==> src/rtl/params.v <==
// Shared widths and arbiter state encodings for the memory arbiter slice.
`ifndef MEM_ARB_PARAMS_V
`define MEM_ARB_PARAMS_V
`define ADDR_SIZE   31
`define INSTR_SIZE  31
`define ARB_IDLE    3'd0
`define ARB_ISSUE_I 3'd1
`define ARB_ISSUE_D 3'd2
`define ARB_RESP_I  3'd3
`define ARB_RESP_D  3'd4
`endif

==> src/rtl/mem_arbiter_pkg.sv <==
// Types shared by the memory arbiter and its winner-selection logic.
`include "params.v"

package mem_arbiter_pkg;
   localparam int ADDR_W  = `ADDR_SIZE + 1;
   localparam int INSTR_W = `INSTR_SIZE + 1;

   typedef enum logic [2:0] {
      ST_IDLE    = `ARB_IDLE,
      ST_ISSUE_I = `ARB_ISSUE_I,
      ST_ISSUE_D = `ARB_ISSUE_D,
      ST_RESP_I  = `ARB_RESP_I,
      ST_RESP_D  = `ARB_RESP_D
   } arb_state_e;

   typedef enum logic [1:0] {
      GNT_NONE  = 2'b00,
      GNT_FETCH = 2'b01,
      GNT_DATA  = 2'b10
   } grant_e;
endpackage

==> src/rtl/arb_pick.sv <==
// Combinational IDLE-state winner selection with a bounded run of data grants
// while a fetch is waiting.
module arb_pick #(
   parameter int MAX_D_BURST = 4,
   parameter int CNT_W       = 3
) (
   input  logic             d_enable,
   input  logic             if_rd_enable,
   input  logic [CNT_W-1:0] burst_cnt,
   output logic             pick_d,
   output logic             pick_i,
   output logic [CNT_W-1:0] burst_cnt_next
);
   localparam logic [CNT_W-1:0] MAX_C = CNT_W'(MAX_D_BURST);

   logic below_max;
   assign below_max = (burst_cnt < MAX_C);

   // Winner choice and next value of the consecutive-data-grant counter.
   always_comb begin
      pick_d         = 1'b0;
      pick_i         = 1'b0;
      burst_cnt_next = burst_cnt;
      if (d_enable && below_max) begin
         pick_d = 1'b1;
      end else if (if_rd_enable) begin
         pick_i = 1'b1;
      end else if (d_enable) begin
         pick_d = 1'b1;
      end else begin
         pick_d = 1'b0;
      end

      // Only a waiting fetch makes the run length matter.
      if (!if_rd_enable || pick_i) begin
         burst_cnt_next = {CNT_W{1'b0}};
      end else if (pick_d && below_max) begin
         burst_cnt_next = burst_cnt + CNT_W'(1);
      end else begin
         burst_cnt_next = burst_cnt;
      end
   end
endmodule

==> src/rtl/mem_arbiter.sv <==
// Two-requester (instruction fetch / data) arbiter in front of a single-port
// memory with one outstanding transaction at a time.
`include "params.v"

module mem_arbiter
   import mem_arbiter_pkg::*;
#(
   parameter int MAX_D_BURST = 4
) (
   input  logic               clk,
   input  logic               reset,
   input  logic               if_rd_enable,
   input  logic [ADDR_W-1:0]  if_rd_addr,
   output logic [INSTR_W-1:0] if_rd_data,
   output logic               if_rd_ready,
   input  logic               flush,
   input  logic               d_enable,
   input  logic               d_we,
   input  logic [ADDR_W-1:0]  d_addr,
   input  logic [31:0]        d_wdata,
   input  logic [3:0]         d_wstrb,
   output logic [31:0]        d_rdata,
   output logic               d_ready,
   output logic               mem_enable,
   output logic               mem_we,
   output logic [ADDR_W-1:0]  mem_addr,
   output logic [31:0]        mem_wdata,
   output logic [3:0]         mem_wstrb,
   input  logic [31:0]        mem_rdata,
   input  logic               mem_ready,
   output logic [1:0]         grant
);
   localparam int CNT_W = $clog2(MAX_D_BURST + 1);

   arb_state_e         state_q;
   logic [CNT_W-1:0]   cnt_q;
   logic [CNT_W-1:0]   cnt_d;
   logic               kill_q;
   logic               pick_d;
   logic               pick_i;
   logic               mem_enable_q;
   logic               mem_we_q;
   logic [ADDR_W-1:0]  mem_addr_q;
   logic [31:0]        mem_wdata_q;
   logic [3:0]         mem_wstrb_q;
   logic [INSTR_W-1:0] if_rd_data_q;
   logic               if_rd_ready_q;
   logic [31:0]        d_rdata_q;
   logic               d_ready_q;
   grant_e             grant_q;

   arb_pick #(
      .MAX_D_BURST (MAX_D_BURST),
      .CNT_W       (CNT_W)
   ) u_pick (
      .d_enable       (d_enable),
      .if_rd_enable   (if_rd_enable),
      .burst_cnt      (cnt_q),
      .pick_d         (pick_d),
      .pick_i         (pick_i),
      .burst_cnt_next (cnt_d)
   );

   // Arbiter FSM: grant, memory request registers, read capture and ready pulses.
   always_ff @(posedge clk) begin
      if (reset) begin
         state_q       <= ST_IDLE;
         cnt_q         <= {CNT_W{1'b0}};
         kill_q        <= 1'b0;
         mem_enable_q  <= 1'b0;
         mem_we_q      <= 1'b0;
         mem_addr_q    <= {ADDR_W{1'b0}};
         mem_wdata_q   <= 32'h0000_0000;
         mem_wstrb_q   <= 4'h0;
         if_rd_data_q  <= {INSTR_W{1'b0}};
         if_rd_ready_q <= 1'b0;
         d_rdata_q     <= 32'h0000_0000;
         d_ready_q     <= 1'b0;
         grant_q       <= GNT_NONE;
      end else begin
         case (state_q)
            ST_IDLE: begin
               kill_q        <= 1'b0;
               if_rd_ready_q <= 1'b0;
               d_ready_q     <= 1'b0;
               cnt_q         <= cnt_d;
               if (pick_d) begin
                  state_q      <= ST_ISSUE_D;
                  grant_q      <= GNT_DATA;
                  mem_enable_q <= 1'b1;
                  mem_we_q     <= d_we;
                  mem_addr_q   <= d_addr;
                  mem_wdata_q  <= d_wdata;
                  mem_wstrb_q  <= d_wstrb;
               end else if (pick_i) begin
                  state_q      <= ST_ISSUE_I;
                  grant_q      <= GNT_FETCH;
                  mem_enable_q <= 1'b1;
                  mem_we_q     <= 1'b0;
                  mem_addr_q   <= if_rd_addr;
                  mem_wdata_q  <= 32'h0000_0000;
                  mem_wstrb_q  <= 4'h0;
               end else begin
                  state_q <= ST_IDLE;
                  grant_q <= GNT_NONE;
               end
            end
            ST_ISSUE_I: begin
               // A flushed fetch still runs to completion on the memory side.
               if (mem_ready) begin
                  mem_enable_q <= 1'b0;
                  state_q      <= ST_RESP_I;
                  if (kill_q || flush) begin
                     kill_q <= 1'b1;
                  end else begin
                     if_rd_data_q  <= mem_rdata;
                     if_rd_ready_q <= 1'b1;
                  end
               end else if (flush) begin
                  kill_q <= 1'b1;
               end
            end
            ST_ISSUE_D: begin
               if (mem_ready) begin
                  mem_enable_q <= 1'b0;
                  d_ready_q    <= 1'b1;
                  state_q      <= ST_RESP_D;
                  if (!mem_we_q) begin
                     d_rdata_q <= mem_rdata;
                  end
               end
            end
            ST_RESP_I: begin
               if_rd_ready_q <= 1'b0;
               kill_q        <= 1'b0;
               grant_q       <= GNT_NONE;
               state_q       <= ST_IDLE;
            end
            ST_RESP_D: begin
               d_ready_q <= 1'b0;
               kill_q    <= 1'b0;
               grant_q   <= GNT_NONE;
               state_q   <= ST_IDLE;
            end
            default: begin
               state_q       <= ST_IDLE;
               kill_q        <= 1'b0;
               mem_enable_q  <= 1'b0;
               if_rd_ready_q <= 1'b0;
               d_ready_q     <= 1'b0;
               grant_q       <= GNT_NONE;
            end
         endcase
      end
   end

   assign if_rd_data  = if_rd_data_q;
   // A flush arriving in the response cycle still cancels the delivery.
   assign if_rd_ready = if_rd_ready_q & ~flush;
   assign d_rdata     = d_rdata_q;
   assign d_ready     = d_ready_q;
   assign mem_enable  = mem_enable_q;
   assign mem_we      = mem_we_q;
   assign mem_addr    = mem_addr_q;
   assign mem_wdata   = mem_wdata_q;
   assign mem_wstrb   = mem_wstrb_q;
   assign grant       = grant_q;
endmodule

==> config.mk <==
export PLATFORM = sky130hd
export DESIGN_NAME = mem_arbiter
export DESIGN_NICKNAME = d
export VERILOG_FILES = /design/src/rtl/mem_arbiter_pkg.sv /design/src/rtl/arb_pick.sv /design/src/rtl/mem_arbiter.sv
export VERILOG_INCLUDE_DIRS = /design/src /design/src/rtl
export SDC_FILE = /design/constraint.sdc
export NUM_CORES = 1
export LEC_CHECK = 0
export CAP_MARGIN = 20
export CORE_MARGIN = 8
export CORE_UTILIZATION = 43
export DETAILED_ROUTE_END_ITERATION = 12
export GPL_ROUTABILITY_DRIVEN = 1
export PLACE_DENSITY = 0.85
export SETUP_SLACK_MARGIN = 0.05
export SYNTH_ARGS = -nofsm -noshare
export SYNTH_HDL_FRONTEND = slang
export SYNTH_SLANG_ARGS = --single-unit
export TNS_END_PERCENT = 100
==> constraint.sdc <==
create_clock -name clk -period 4.02 [get_ports clk]
set_input_delay 0.804 -clock clk [delete_from_list [all_inputs] [get_ports clk]]
set_output_delay 0.804 -clock clk [all_outputs]
set_load 0.01 [all_outputs]
# After elaboration in Yosys (flattened, before gate mapping)
# Cells that the tools add are included.
# totals
regBits	145
out_inout_bits	138
in_bits	139
elab_cells	91
# op_classes
bitwise_logic	8
n_reduce_logical	21
mux	36
n_lt_le_gt_ge	1
add_sub_neg	1
eq_ne	11
# ops
operator	n
$mux W32	4
$mux W1	18
$reduce_and A3 Y1	5
$mux W3	4
$ne A3 B3 Y1 const B	3
$pmux W3 S3	1
$mux W4	2
$reduce_and A2 Y1	4
$reduce_or A2 Y1	4
$not A1 Y1	7
$eq A3 B2 Y1 const B	2
$ne A2 B2 Y1 const B	3
$pmux W1 S2	3
$mux W2	2
$pmux W2 S2	1
$reduce_bool A2 Y1	2
$add A3 B1 Y3 const B	1
$eq A3 B1 Y1 const B	1
$eq A3 B3 Y1 const B	1
$logic_not A3 Y1	1
$lt A3 B3 Y1 const B	1
$pmux W1 S3	1
$logic_and A1 B1 Y1	2
$logic_or A1 B1 Y1	2
3 further kinds	3

# Depth between registers and ports, before layout
# depth
word_depth	6
ltp_mapped	7
ltp_nobuf	5

# By module
# A second synthesis with hierarchy kept.
# hier_totals
hier_cells	537
area_unflattened_um2	5811.8
# by_module_without_submodules
mod	n_inst	seq_area_each_um2	area_per_inst_um2	cells_per_inst
mem_arbiter	1	2902.8	5750.5	530
arb_pick	1	0.0	61.3	7

# Worst setup path after synthesis
# OpenSTA, ideal clock, no wires.
# synth_timing
kind	input port to flip-flop
startpoint	input port mem_ready
endpoint	register d_rdata_q[10], in the netlist d_rdata[10]
path_buffers	2
path_stages	6
arrival_time_ns	1.742
path_slack_ns	2.145
t_required_ns	3.888
setup_ns	0.132
cell_sequence	nand2_1 -> or4_1 -> clkbuf_1 -> clkbuf_1 -> nand2_1 -> a21oi_1
# synth_between
elab_chain_len	1
# synth_rtl
element	line_no	text
start, declared	mem_arbiter.sv:30	input logic mem_ready,
$reduce_and A3 Y1 (no line)	-	
end signal, assigned	mem_arbiter.sv:129	d_rdata_q <= mem_rdata;
end, declared	mem_arbiter.sv:48	logic [31:0] d_rdata_q;
# No other way between the ends.
# A chain may end at the register's enable or synchronous reset.

# Worst setup path in the final report
# layout_timing
startpoint	input port flush
endpoint	output port if_rd_ready
# layout_between
elab_chain_len	2
# layout_rtl
element	line_no	text
start, declared	mem_arbiter.sv:16	input logic flush,
$not A1 Y1	mem_arbiter.sv:159	assign if_rd_ready = if_rd_ready_q & ~flush;
$and A1 B1 Y1	mem_arbiter.sv:159	
end, declared	mem_arbiter.sv:15	output logic if_rd_ready,
# No other way between the ends.

==> results by group <==
Floorplan
  • Die X: 129 um
  • Die area: 16800 um^2
  • DIE HEIGHT: 129 um
  • Total core area: 12600 um^2
  • Num ports: 277
  • Row cnt: 41
  • Starting Density: 43.9%

Worst setup path
  • Critical-path top delay cell: clkdlybuf4s50_1
  • R2r endpoint: mem_addr[10]
  • R2R setup slack: 1560 ps
  • Req. time, crit path: 3220 ps
  • Crit path capture: if_rd_ready
  • Top cell by count, worst path: clkdlybuf4s50_1
  • Critical Path AT: 1970 ps
  • CP startpoint: flush
  • Critical path buffers and inverters: 2
  • CP peak stage delay: 560 ps
  • Worst reg2reg startpoint: state_q[2]
  • Critical Path Sink Type: primary output
  • CP Launch Type: input pin
  • R2R cell count: 5
  • Crit path depth: 3
  • Worst-path fanout max: 3
  • Critical path class: input pin to primary output
  • Delay-heaviest family, CP: buffers and inverters
  • Crit-path cells: clkdlybuf4s50_1 -> nor2b_1 -> clkdlybuf4s50_1

STA
  • Period minus WS final: 2770 ps
  • RSZ-0062 raised after global routing: no
  • FMAX: 0.361 GHz
  • Final setup skew: 8.69 ps
  • Final setup violation count: 0
  • Worst Tran Pin Value: 745 ps
  • Slew HR: 50.3%
  • PnR worst setup slack: 1250 ps
  • Hold Violations, Final: 0
  • Pins Over Slew Limit: 0
  • Fin crit share: 68.9%
  • TNS Setup: 0 ps

Layout
  • Diode count: 0
  • Share of cells above drive strength 1: 8.37%
  • Area grow syn2layout: 62.2%
  • Commonest non-fill, non-tap cell in the layout: clkdlybuf4s50_1
  • Final net count: 1011
  • Finished Core Util: 71.2%
  • Most frequent cells in the layout: 275 x clkdlybuf4s50_1, 145 x dfxtp_1, 129 x nand2_1
  • Post-route cell area: 8980 um^2

Drt
  • Via Count: 5299
  • Final WL: 17.8 mm
  • Wire length per cell: 16.9 um
  • Remaining DRCs: 0
  • Drt first pass iters: 5
  • Vias per cell: 5.02
  • Post-route ant nets: 0
  • Initial drt markers: 364

Clock network
  • Post-CTS Setup Inserts: 0
  • Root Buffer: clkbuf_16
  • # hold bufs at CTS: 0
  • Worst-case clock buffer depth: 2
  • TritonCTS buffer count: 17
  • H-tree Lvls: 4
  • CTS tree: done
  • Clock slew seen by the registers of the worst setup and hold paths: 60 ps
  • Clock Latency Late Sink: 420 ps
  • CTS resizes: 0
  • CTS sink count: 145

Place
  • Dpl hpwl: 13.0 mm
  • Port buffer count: 276
  • Place WS: 1030 ps
  • GPL Wtd Cong: 0.748
  • Placed Area: 8380 um^2

Logic synthesis
  • Yosys cell types: 36
  • Mapped Cells: 617
  • Synth Net Count: 757
  • Synthesis Warnings: 0
  • Register area share after synthesis: 52.4%
  • #FFs+latches synth: 145
  • Average cell area after synthesis: 8.98 um^2
  • Mapped cell area: 5540 um^2

Status
  • Run status: complete, no violations

GRT
  • First-pass GRT wire length: 27.2 mm
  • Largest net degree at the start of global routing: 62
  • Vias in the first global route: 5204
  • GRT overflow: 0
  • All-Layer GR Usage: 20.8%
  • Initial antenna violation count: 0

Hold path
  • HP Class: flip-flop to flip-flop

Power and ir drop
  • VDD IR-drop max: 0.000291 V
  • Leak pwr: 3.28 nW
  • Pwr Density: 427 nW/um^2

Run
  • Max-cap violations: 0
## report_power, final
group | internal, W | switching, W
clock | 0.000931 | 0.000603
combinational | 0.000386 | 0.000332
sequential | 0.00153 | 0.0000558
total | 0.00285 | 0.000990
## final cells by class
type                       count  area (um^2)
clock buffer                  20          447
inverter                       4         15.0
fill                         970         3640
multi-input combinational    416         2390
timing repair buffer         287         2880
clock inverter                12          134
sequential                   145         2900
tap                          172          215
## synthesized netlist by cell type
library cell    n  area (um^2)
buf_6           3         33.8
and3_1          1         6.26
and2_1          1         6.26
a21oi_1        71          355
a211oi_2       28          350
nand2b_1        1         6.26
nor2_8          1         20.0
or4_1           1         7.51
a32oi_1         1         8.76
nand2_1       129          484
mux2i_1        32          320
a211oi_1        4         30.0
clkbuf_1       31          116
buf_2          14         70.1
nor4_1          3         18.8
ha_1            1         12.5
o31a_1          1         8.76
a21boi_0        1         7.51
inv_1           4         15.0
dfxtp_1       145         2900
clkbuf_4        1         7.51
nor2_1         80          300
nor3b_1         1         7.51
buf_4           3         22.5
o221ai_1        1         8.76
and4_1          1         8.76
or3_1           1         6.26
a22oi_1        38          285
xor2_1          2         17.5
nand4_1         1         6.26
a31oi_1         1         6.26
nor4_2          1         12.5
nand3b_1        1         7.51
o21ai_0         4         20.0
nor2b_1         1         6.26
nor3_1          7         35.0
## routing by layer
metal	wire length [um]	share of wire, %	track usage, %
met5	0	0	0
met4	565	3.2	9.84
met3	1790	10	8.79
met2	8630	48	34.8
met1	6850	38	22.4
## worst min-delay path: cells and delay by family (launching register included)
family	cells	cell delay, ps
and+or+nand+nor	1	50
AOI/OAI and AO/OA	1	50
DFF	1	300
## worst min path at each step
stage	startpoint	end	depth (start not counted)
after CTS	if_rd_data[25]	if_rd_data[25]	2
final	if_rd_data[2]	if_rd_data[2]	2
after floorplan	if_rd_ready_q	if_rd_ready_q	2
after global routing	d_rdata[19]	d_rdata[19]	2
after global placement	d_rdata[9]	d_rdata[9]	2
after detailed placement	if_rd_data[26]	if_rd_data[26]	2
## stage by stage
stage	power [W]	instances	hold slack, ps
floorplan	0.00195	617	469
global placement	0.00232	1023	441
detailed placement	0.00233	1023	446
CTS	0.00387	1055	454
global route	0.00400	1056	465
finish	0.00384	1056	450
## state kept, by name, summed over array words and instances, names as in the netlist
name	cells
d_ready	1
mem_enable	1
kill_q	1
grant	2
cnt_q	3
mem_we	1
if_rd_ready_q	1
mem_addr	32
d_rdata	32
if_rd_data	32
mem_wstrb	4
mem_wdata	32
state_q	3
## kinds of logic after synthesis
kind of cell / count (synthesis) / share of synthesized area [%]
multiplexers: 32 / 5.78
flip-flops: 145 / 52.4
buffers and inverters: 56 / 4.79
AO/OA/AOI/OAI: 150 / 19.5
adder cells (fa/ha/maj): 1 / 0.226
XOR/XNOR: 2 / 0.316
AND/OR/NAND/NOR: 231 / 17.0
Note: power is estimated with default switching activity, not from simulation.
==> RTL edit 1: new RTL, same settings <==
`MAX_D_BURST` is set to 4 in 2 places; all go to 16.
--- a/src/rtl/arb_pick.sv
+++ b/src/rtl/arb_pick.sv
@@ -1,7 +1,7 @@
 // Combinational IDLE-state winner selection with a bounded run of data grants
 // while a fetch is waiting.
 module arb_pick #(
-   parameter int MAX_D_BURST = 4,
+   parameter int MAX_D_BURST = 16,
    parameter int CNT_W       = 3
 ) (
    input  logic             d_enable,
--- a/src/rtl/mem_arbiter.sv
+++ b/src/rtl/mem_arbiter.sv
@@ -5,7 +5,7 @@
 module mem_arbiter
    import mem_arbiter_pkg::*;
 #(
-   parameter int MAX_D_BURST = 4
+   parameter int MAX_D_BURST = 16
 ) (
    input  logic               clk,
    input  logic               reset,
Behaviour: same outputs for any inputs over 4 cycles, from zero or initial values and one cycle with reset high; that may be too few to reach the edited logic, so the function may still have changed.
==> RTL edit 1 against the unedited design <==
  * Total power rose by 3.6%
  * Final area rose by 5.9%
  * Sequential share of layout area down 1.4 points
  * Routed wire length is 24% higher
  * Synthesized area is 13% higher
  * Maximum frequency decreased by 3.7%
  * Worst setup slack got worse by 0.11 ns
  * Sequential cell count increased by 2
  * Highest routed layer unchanged
==> RTL edit 1: results (changes against the unedited design) <==
[outcome]
outcome=completed  ; unchanged

[route]
wl_um=22200  ; was 17800 µm
routed-via-count=6249  ; was 5299
routedWlPerCell_um=19.8  ; was 16.9 µm
highest_layer=met4  ; unchanged
dr.pass1.iters=4  ; was 5
wl_met3_um=2090  ; was 1790 µm
drtIter0Drc=408  ; was 364
drt-met1-wl_um=8550  ; was 6850 µm
wl_met2_um=11000  ; was 8630 µm

[sta]
worst_slack_ns=1.14  ; was 1.25 ns
worstMarginPinSlew_ns=1.05  ; was 0.745 ns
fin_worst_skew_ns=0.00549  ; was 0.00869 ns
hold_ws_ns=0.471  ; was 0.450 ns

[clock_tree]
post_cts_buffers=0  ; unchanged
cts-root-buf=clkbuf_16  ; unchanged

[worst_setup_path]
cpLargestDelayFamily=buffers and inverters  ; unchanged
cp_max_fo=4  ; was 3
reg2reg_depth=4  ; was 5
arrival_ns=2.07  ; was 1.97 ns
rrSetupSlack_ns=1.76  ; was 1.56 ns
cpPeakStageDelay_ns=0.55

[synthesis]
yosysSeqAreaShare=0.470  ; was 0.524
synthMuxAreaShare=0.0512  ; was 0.0578
synth_area_leaders=dfxtp_1, a21oi_1, nand3_1  ; was dfxtp_1, nand2_1, a21oi_1
synth_xor_area_frac=0.00280  ; was 0.00316
synth.top_cells.by_count=dfxtp_1, a21oi_1, nand3_1  ; was dfxtp_1, nand2_1, nor2_1
synth.distinct_cells=42  ; was 36
synth_nets=830  ; was 757
synth_cells=690  ; was 617
synth_adder_area_share=0.00200  ; was 0.00226
synth_compound_area_frac=0.269  ; was 0.195
ys_ff_latch=147  ; was 145

[final_layout]
clkbuf_count=23  ; was 20
buffers=290  ; was 287
seq_share=0.309  ; was 0.323
nFillCells=1205  ; was 970
layout.nets=1062  ; was 1011
layout-drive-gt1-share=0.0898  ; was 0.0837
buf_share=0.304  ; was 0.320
multi_input_area_um2=2860  ; was 2390 µm²
utilization=0.662  ; was 0.712

[grt]
grt_use_met2=0.388  ; was 0.348
globalRouteTotalUtil=0.230  ; was 0.208
gr-usage-met3=0.0771  ; was 0.0879
grt_use_met1=0.267  ; was 0.224
grt_pass1_wl_um=34000  ; was 27200 µm
grt_pass1_vias=6292  ; was 5204

[placement]
placed_cell_area_um2=8930  ; was 8380 µm²
dpl.cell_count=1087  ; was 1023
hpwlAfterDp_um=15100  ; was 13000 µm
dp_slack_ns=1.02  ; was 1.03 ns

[floorplan]
coreArea_um2=14400  ; was 12600 µm²

[pwr]
power_switching_uw=1060  ; was 990 µW
p_leak_uw=0.00331  ; was 0.00328 µW

## RTL edit 1: cell types whose count changed after synthesis, moves of 9 or more
cell / change
a22oi_1: -36
nand3_1: +105
o21ai_1: +34
o21ai_0: +67
buf_2: +12
nand2_1: -124
a21oi_1: +70
nor2_1: -75
buf_6: +9
## RTL edit 1: worst reg2reg max path: cells and delay by family, from the launching register on
kind | cells | cell delay, ns
buf+inv | 1 | 0.39
simple gates | 2 | 0.95
flops | 1 | 0.64
compound gates | 1 | 0.21
## RTL edit 1: path summary, 6_finish.rpt
path / start / endpoint
max: flush / if_rd_ready
min: mem_wdata[6] / mem_wdata[6]
max reg2reg: state_q[1] / d_rdata[9]
min reg2reg: mem_wdata[6] / mem_wdata[6]
## RTL edit 1: power groups by stage
stage                     Sequential [µW]  Clock, µW  Combinational [µW]
after global placement               1630          0                 800
after CTS                            1610       1590                 816
after global routing                 1620       1650                 869
final                                1610       1560                 811
after detailed placement             1640          0                 810
after floorplan                      1670          0                 388
==> RTL edit 2: new RTL, config.mk and constraints unchanged <==
Without the edit above. Make the reset (`reset`) asynchronous in one clocked block.
--- a/src/rtl/mem_arbiter.sv
+++ b/src/rtl/mem_arbiter.sv
@@ -62,7 +62,7 @@
    );
 
    // Arbiter FSM: grant, memory request registers, read capture and ready pulses.
-   always_ff @(posedge clk) begin
+   always_ff @(posedge clk or posedge reset) begin
       if (reset) begin
          state_q       <= ST_IDLE;
          cnt_q         <= {CNT_W{1'b0}};
Check against the original RTL: differs if reset is asserted again (counterexample within 4 cycles, from zero or initial values and one cycle with reset high); with reset held inactive, the same outputs for 4 cycles.
==> RTL edit 2 against the unedited design <==
  * Worst hold slack gained 0.049 ns
  * Maximum frequency shrank 1.7%
  * Worst setup slack lost 0.049 ns
  * Final area grew 4.2%
  * Sequential cell count is the same
  * Routed wire length shrank 0.37%
  * Synthesized area grew 4.6%
  * Final cell count shrank 19%
  * Die area grew 4.0%
  * Via count shrank 16%
Power is not compared: it rests on default switching activity, and its combinational part moved more than twofold at a synthesized area within 25%.
==> RTL edit 2: results (changes against the unedited design) <==
[sta]
fin_worst_skew_ns=0.00953  ; was 0.00869 ns
period_share=0.701  ; was 0.689
slew_headroom=0.629  ; was 0.503

[worst_hold_path]
hold_path_depth=1  ; was 2

[worst_setup_path]
arrival_ns=2.02  ; was 1.97 ns
rr_startpoint=state_q[2]  ; unchanged
cp-endpoint=if_rd_ready  ; unchanged
cpLargestDelayFamily=buffers and inverters  ; unchanged
r2r-end=if_rd_data[2]  ; was mem_addr[10]
rrSetupSlack_ns=1.54  ; was 1.56 ns
reg2reg_depth=4  ; was 5
cp_max_fo=3  ; unchanged

[synthesis]
synth_nets=532  ; was 757
synth-async-reset-ratio=1.00  ; was 0
yosysSeqAreaShare=0.626  ; was 0.524
synth.top_cells.by_count=dfrtp_1, a22o_1, mux2_2  ; was dfxtp_1, nand2_1, nor2_1
synth_cells=392  ; was 617
synth_area_leaders=dfrtp_1, mux2_4, mux2_2  ; was dfxtp_1, nand2_1, a21oi_1
synth.distinct_cells=28  ; was 36

[placement]
place.gp.congestion=0.831  ; was 0.748
io_buffer_count=276  ; unchanged
dp_slack_ns=0.813  ; was 1.03 ns
dpl.cell_count=823  ; was 1023
hpwlAfterDp_um=13100  ; was 13000 µm

[grt]
globalRouteTotalUtil=0.207  ; was 0.208
grt_pass1_wl_um=28500  ; was 27200 µm
grt_max_degree=50  ; was 62
antenna_found_initial=0  ; unchanged
grt_pass1_vias=5126  ; was 5204

[clock_tree]
cts_made_buffers=17  ; unchanged
cts_max_level=4  ; unchanged
post_cts_buffers=0  ; unchanged
clk_pin_slew_ns=0.06  ; about the same

[route]
dr.pass1.iters=4  ; was 5
wl_um=17800  ; about the same
avgViaCountPerCell=5.18  ; was 5.02
routedWlPerCell_um=20.8  ; was 16.9 µm
drtIter0Drc=227  ; was 364

[final_layout]
nFillCells=872  ; was 970
antennaDiodeCount=0  ; unchanged
layout-drive-gt1-share=0.213  ; was 0.0837
layout.nets=808  ; was 1011

[outcome]
outcome=completed  ; unchanged

[pwr]
vdd_drop_max_mv=0.365

[RTL edit 2: changes by cell type after synthesis, sizes merged, moves of 6 or more]
cell,delta
clkbuf,-16
a22oi,-38
o221a,+32
dfxtp,-145
buf,-6
mux2i,-32
a211oi,-32
a22o,+39
nand2,-127
nor2,-75
mux2,+65
a21oi,-62
or3,+33
dfrtp,+145
[RTL edit 2: power breakdown]
group	total, µW	switching, µW	internal, µW
registers	2550	431	2120
clock network	1420	604	819
logic	3270	1270	2000
total	7250	2300	4940
[RTL edit 2: logic make-up after synthesis]
group,Yosys count,synth area share
flip-flops,145,0.626
AO/OA/AOI/OAI,90,0.139
multiplexers,65,0.145
AND/OR/NAND/NOR,56,0.0574
buffers and inverters,34,0.0283
XOR/XNOR,1,0.00151
adder cells (fa/ha/maj),1,0.00216
[RTL edit 2: worst min path at each step]
stage,end,from
2_1_floorplan,cnt_q[1],cnt_q[1]
3_3_place_gp,mem_wdata[21],mem_wdata[21]
3_5_place_dp,mem_wdata[31],mem_wdata[31]
4_1_cts,mem_wdata[13],mem_wdata[13]
5_1_grt,mem_wdata[17],mem_wdata[17]
6_report,mem_wdata[3],mem_wdata[3]
[RTL edit 2: final cells by class]
| class | instances | area [µm²] | area share |
|---|---|---|---|
| inverters | 4 | 18.8 | 0.00201 |
| well taps | 176 | 220 | 0.0235 |
| multi-input cells | 213 | 2010 | 0.215 |
| clock buffers | 19 | 453 | 0.0484 |
| flip-flops and latches | 145 | 3630 | 0.388 |
| clock inverters | 12 | 86.3 | 0.00923 |
| repair buffers | 287 | 2940 | 0.314 |
[RTL edit 2: stage by stage]
stage | utilization | instance area [µm²] | hold slack, ns | power (µW)
2_1_floorplan | - | 5800 | 0.477 | 4010
3_3_place_gp | 0.662 | 8730 | 0.484 | 5680
3_5_place_dp | 0.665 | 8770 | 0.480 | 5820
4_1_cts | 0.706 | 9310 | 0.504 | 7280
5_1_grt | 0.709 | 9360 | 0.516 | 7650
6_report | 0.709 | 9360 | 0.499 | 7250
[RTL edit 2: per-layer routing]
| layer | wire length, µm | vias to the layer above | share of wire | track usage |
|---|---|---|---|---|
| met3 | 1580 | 27 | 0.089 | 0.0880 |
| met5 | 0 | - | 0 | 0 |
| li1 | - | 2034 | - | - |
| met1 | 6990 | 2159 | 0.39 | 0.229 |
| met2 | 8830 | 212 | 0.50 | 0.343 |
| met4 | 379 | 0 | 0.021 | 0.0862 |
